**src/rtl/str_seq_ctrl.sv**
```systemverilog
// str_seq_ctrl: sends a short packed-string pattern REPEAT times over a
// valid/ready byte stream, with GAP idle cycles between repetitions.
//
// Handshake: tx_valid/tx_data are driven from registered state only. Once
// tx_valid is high, tx_valid and tx_data stay unchanged until the cycle
// where tx_ready is also high. That cycle is the one transfer of the
// current char.
module str_seq_ctrl #(
  parameter logic [23:0] PATTERN = "FOO",
  parameter int          REPEAT  = 2,
  parameter int          GAP     = 1
) (
  input  logic       clk,
  input  logic       rst,
  input  logic       start,
  input  logic       tx_ready,
  output logic       tx_valid,
  output logic [7:0] tx_data,
  output logic       busy,
  output logic       done,
  output logic [7:0] rep_cnt
);

  // Number of chars from the most significant nonzero byte down to byte 0.
  function automatic int calc_nchars(input logic [23:0] p);
    int n;
    n = 0;
    for (int i = 0; i < 3; i++) begin
      if (p[i*8 +: 8] != 8'd0) n = i + 1;
    end
    return n;
  endfunction

  // A repeat count below one still sends the pattern once.
  function automatic int calc_nrep(input int r);
    return (r >= 1) ? r : 1;
  endfunction

  localparam int         NCHARS    = calc_nchars(PATTERN);
  localparam int         NREP      = calc_nrep(REPEAT);
  localparam logic [1:0] FIRST_IDX = (NCHARS > 0) ? 2'(NCHARS - 1) : 2'd0;
  localparam logic [8:0] NREP9     = 9'(NREP);
  localparam logic [31:0] GAP_LAST = (GAP > 0) ? 32'(GAP - 1) : 32'd0;

  // rep_cnt is 8 bits wide, so larger repeat counts cannot be reported.
  generate
    if (NREP > 255) begin : g_nrep_too_big
      $error("str_seq_ctrl: REPEAT must not exceed 255");
    end
  endgenerate

  typedef enum logic [1:0] {
    ST_IDLE = 2'd0,
    ST_SEND = 2'd1,
    ST_GAP  = 2'd2,
    ST_DONE = 2'd3
  } state_t;

  state_t      state_q, state_d;
  logic [1:0]  idx_q, idx_d;     // byte index of the current char, counts down
  logic [7:0]  rep_q, rep_d;     // completed repetitions
  logic [31:0] gap_q, gap_d;     // idle cycles already spent in ST_GAP
  logic [7:0]  cur_byte;

  // Select the pattern byte addressed by the char index.
  always_comb begin
    cur_byte = 8'd0;
    case (idx_q)
      2'd0:    cur_byte = PATTERN[7:0];
      2'd1:    cur_byte = PATTERN[15:8];
      default: cur_byte = PATTERN[23:16];
    endcase
  end

  // State register and datapath registers, with synchronous reset.
  always_ff @(posedge clk) begin
    if (rst) begin
      state_q <= ST_IDLE;
      idx_q   <= 2'd0;
      rep_q   <= 8'd0;
      gap_q   <= 32'd0;
    end else begin
      state_q <= state_d;
      idx_q   <= idx_d;
      rep_q   <= rep_d;
      gap_q   <= gap_d;
    end
  end

  // Next-state logic and Moore outputs.
  always_comb begin
    state_d  = state_q;
    idx_d    = idx_q;
    rep_d    = rep_q;
    gap_d    = gap_q;
    tx_valid = 1'b0;
    tx_data  = 8'd0;
    busy     = 1'b1;
    done     = 1'b0;

    case (state_q)
      ST_IDLE: begin
        busy = 1'b0;
        if (start) begin
          rep_d = 8'd0;
          idx_d = FIRST_IDX;
          gap_d = 32'd0;
          if (NCHARS == 0) state_d = ST_DONE;
          else             state_d = ST_SEND;
        end
      end

      ST_SEND: begin
        tx_valid = 1'b1;
        tx_data  = cur_byte;
        if (tx_ready) begin
          if (idx_q == 2'd0) begin
            // Last char of this repetition has just been accepted.
            rep_d = rep_q + 8'd1;
            idx_d = FIRST_IDX;
            if (({1'b0, rep_q} + 9'd1) < NREP9) begin
              if (GAP == 0) begin
                state_d = ST_SEND;
              end else begin
                state_d = ST_GAP;
                gap_d   = 32'd0;
              end
            end else begin
              state_d = ST_DONE;
            end
          end else begin
            idx_d = idx_q - 2'd1;
          end
        end
      end

      ST_GAP: begin
        if (gap_q == GAP_LAST) state_d = ST_SEND;
        else                   gap_d   = gap_q + 32'd1;
      end

      ST_DONE: begin
        done    = 1'b1;
        state_d = ST_IDLE;
      end

      default: state_d = ST_IDLE;
    endcase
  end

  assign rep_cnt = rep_q;

endmodule

```
**config.mk**
```make
export PLATFORM = sky130hd
export DESIGN_NAME = str_seq_ctrl
export DESIGN_NICKNAME = d
export VERILOG_FILES = /design/src/rtl/str_seq_ctrl.sv
export SDC_FILE = /design/constraint.sdc
export NUM_CORES = 1
export LEC_CHECK = 0
export CAP_MARGIN = 20
export CELL_PAD_IN_SITES_DETAIL_PLACEMENT = 1
export CELL_PAD_IN_SITES_GLOBAL_PLACEMENT = 1
export CORE_ASPECT_RATIO = 1.1
export CORE_UTILIZATION = 39
export DETAILED_ROUTE_END_ITERATION = 10
export GPL_TIMING_DRIVEN = 0
export PLACE_DENSITY = 0.78
export REMOVE_ABC_BUFFERS = 1
export SYNTH_ARGS = -nofsm -noshare
export SYNTH_HDL_FRONTEND = slang
export SYNTH_SLANG_ARGS = --single-unit
export TNS_END_PERCENT = 30
```
**constraint.sdc**
```tcl
create_clock -name clk -period 1.9 [get_ports clk]
set_input_delay 0.285 -clock clk [delete_from_list [all_inputs] [get_ports clk]]
set_output_delay 0.285 -clock clk [all_outputs]
set_load 0.01 [all_outputs]
```
==> results.md <==
- Status: complete, but fails checks
- Failing checks: setup timing
- Worst EP arrival: 2.28 ns
- Worst R2R Setup Slack: -0.19 ns
- Max Slew Vio Count: 0
- Worst hold slack: 0.506 ns
- Setup TNS: -4.34 ns
- Hold WC Path Type: flop to flop
- Share of cells above drive strength 1: 0.341
- Area growth from synthesis to layout: 37.1%
- Cell count after synthesis: 315
- Die ar.: 6940 um2
- VDD IR max: 0.336 mV
- CP Launch Point: gap_q[1]$_SDFFE_PP0P_
- Site Rows: 30
- Via count: 2,685
- Iteration-0 DRC Markers: 118
- Hpwl dp: 4560 um
- Initial Utilization: 0.411
- Port Buffers: 19
- First-pass GRT wire length: 13,900 um
- RSZ-0062 raised after global routing: true
- I/O Pins: 23
- R2R depth: 8
- Chip height: 87.3 um
- ANT nets after route: 0
- Finished Layout Cells: 414
- DRT Pass-1 Iters: 4
- Highest Clock Rate: 0.479 GHz
- TritonCTS clock tree: built
- Pwr per Cell Area: 534 nW/um2
- Fin Clk Skew: 0.00638 ns
- Final setup fails: 34
- Clk root buf: clkbuf_8
- Critical path peak fanout: 6
- MaxCap Viol Count: 0
- Final net count: 343
- CTS H-Tree Depth: 2
- Cells after DPL: 387
- Worst setup path end: gap_q[1]$_SDFFE_PP0P_
- RR Startpoint: gap_q[1]$_SDFFE_PP0P_
- Netlist cell types: 48
- Fill cells: 699
- Largest net degree at the start of global routing: 49
- Sequence of cells on the critical path: inv_4 -> ha_4 -> nor4b_4 -> and4_4 -> a31oi_2 -> o21bai_4 -> buf_16 -> mux2_4
- CTS Buf Count: 5
- Top FF cell, synth: dfxtp_1
- Clock Tree Buf Depth: 2
- Synth warn: 0
- GR Util All Layers: 0.257
- RD Place Congestion: 0.790
- WS Path Type: flop to flop
- Kind of launch point of the worst setup path: flop
- R2r endpoint: gap_q[1]$_SDFFE_PP0P_
- Remaining DRCs: 0
- Post-synth ARST share: 0
- Sequential fraction of the synthesis area: 0.342
- Fin crit share: 1.10
- Post-synth EDFFs: 0
- Synth Cell Area: 2580 um2
- Multi-input gate area: 1870 um2
- Vias in the first global route: 2,762
- Worst Tran Pin Value: 1.05 ns
- Worst Path Required: 2.09 ns
- Antenna violations before repair: 0
- Final critical-path required period: 2.09 ns
- Routed len/inst: 20.8 um
- CP peak stage delay: 0.37 ns
- Clk_lat worst skew: 0.30 ns
- Final hold viol count: 0
- GR Overflow Total: 0
- Reg area: 948 um2
- Clock net sink count: 44
- Clock Pin Slew Worst Setup and Hold Paths: 0.08 ns
- Routed WL: 8620 um
- Slew margin rel.: 0.301
- Crit. End Element: flop
- Hold_sp: gap_q[19]$_SDFFE_PP0P_
- Area of the core: 6270 um2
- P_leak: 0.00121 uW
- Synthesized area per cell: 8.18 um2
- Antenna Cells: 0
- DR vias/cell: 6.49
- Die W: 79.5 um
- Slowest CP cell: dfxtp_4
- Seq cells post-synth: 44
- Worst setup margin: -0.189 ns
## cell type report
cell class              instances  share of cell area
multi-input cells             235               0.528
flip-flops and latches         44               0.268
repair buffers                 40               0.141
well taps                      80              0.0283
clock buffers                   8              0.0255
inverters                       7             0.00885
## stage by stage
| stage | utilization | setup WS (ns) | area [um2] | power (uW) |
|---|---|---|---|---|
| global route | 0.564 | -0.229 | 3530 | 1950 |
| finish | 0.564 | -0.189 | 3530 | 1890 |
| CTS | 0.542 | -0.100 | 3390 | 1890 |
| floorplan | - | -0.904 | 2440 | 1070 |
| global placement | 0.435 | -1.86 | 2730 | 1170 |
| detailed placement | 0.444 | -0.668 | 2780 | 1190 |
## sequential cells by signal, indices dropped and copies added (netlist names)
| name | flops |
|---|---|
| state_q | 2 |
| rep_cnt | 8 |
| gap_q | 32 |
| idx_q | 2 |
## per-layer routing
metal	track usage	vias up	wire length, um
li1	-	1264	-
met1	0.295	1333	3540
met2	0.477	70	4580
met3	0.0492	18	337
met4	0.0760	0	163
met5	0	-	0
## synthesized netlist by cell type, drive strengths merged (7+ instances only)
library cell,count,share of area
nor4,10,0.033
a41oi,9,0.031
dfxtp,44,0.34
nand3,13,0.025
o21ai,9,0.017
a21oi,20,0.040
a311oi,26,0.091
nor2,25,0.036
nand2,24,0.036
nor3,9,0.017
inv,7,0.010
a21o,7,0.020
clkbuf,22,0.032
a31oi,13,0.032
buf,9,0.025
## power breakdown
group / internal (uW) / total (uW) / leakage [uW] / switching (uW)
registers: 912 / 928 / 0.000372 / 15.9
logic: 160 / 341 / 0.000796 / 181
clock network: 297 / 618 / 0.0000455 / 321
## worst min-delay path by stage
stage / end / cells past startpoint
after CTS: gap_q[20]$_SDFFE_PP0P_ / 1
after detailed placement: gap_q[28]$_SDFFE_PP0P_ / 1
after global routing: gap_q[21]$_SDFFE_PP0P_ / 1
final: gap_q[19]$_SDFFE_PP0P_ / 1
after floorplan: gap_q[31]$_SDFFE_PP0P_ / 1
after global placement: gap_q[28]$_SDFFE_PP0P_ / 1
## repair_timing
item                                    in CTS  in global routing
buffers inserted                            14                  1
resized for setup                           82                 39
cloned                                       4                  0
hold buffers                                 0                  0
endpoints found under the setup margin      45                 39
pin swaps                                   13                  8
## placed cells by master, fill, tap and decap left out, types with 4 or more instances in the layout
master and count:
a31oi_1 11, nor4_2 4, nand3_1 10, clkbuf_8 6, a211oi_1 4, and3_1 6, inv_1 5, a41oi_1 8
nand2_1 21, buf_4 12, dlymetal6s2s_1 6, nor3_1 5, o21ai_0 8, clkdlybuf4s50_1 12, a31o_2 6, a311oi_1 15
a21o_1 7, a311oi_2 11, nor4_1 4, dfxtp_2 12, nand4_1 4, dfxtp_1 18, o21a_1 4, a21oi_1 18
dfxtp_4 14, nor2_1 25
## critical path, delay by kind of cell, from the launching register on
kind | cells | cell delay [ns]
adder cells (fa/ha/maj) | 1 | 0.13
multiplexers | 1 | 0.29
flip-flops | 1 | 0.37
AO/OA/AOI/OAI | 2 | 0.41
AND/OR/NAND/NOR | 2 | 0.53
buffers and inverters | 2 | 0.25
## logic make-up after synthesis
kind of cell / share of synthesized area
multiplexers: 0.00437
buffers and inverters: 0.0675
other: 0.00145
AO/OA/AOI/OAI: 0.317
adder cells (fa/ha/maj): 0.0291
AND/OR/NAND/NOR: 0.238
flip-flops: 0.342
Note: power is estimated with default switching activity, not from simulation.
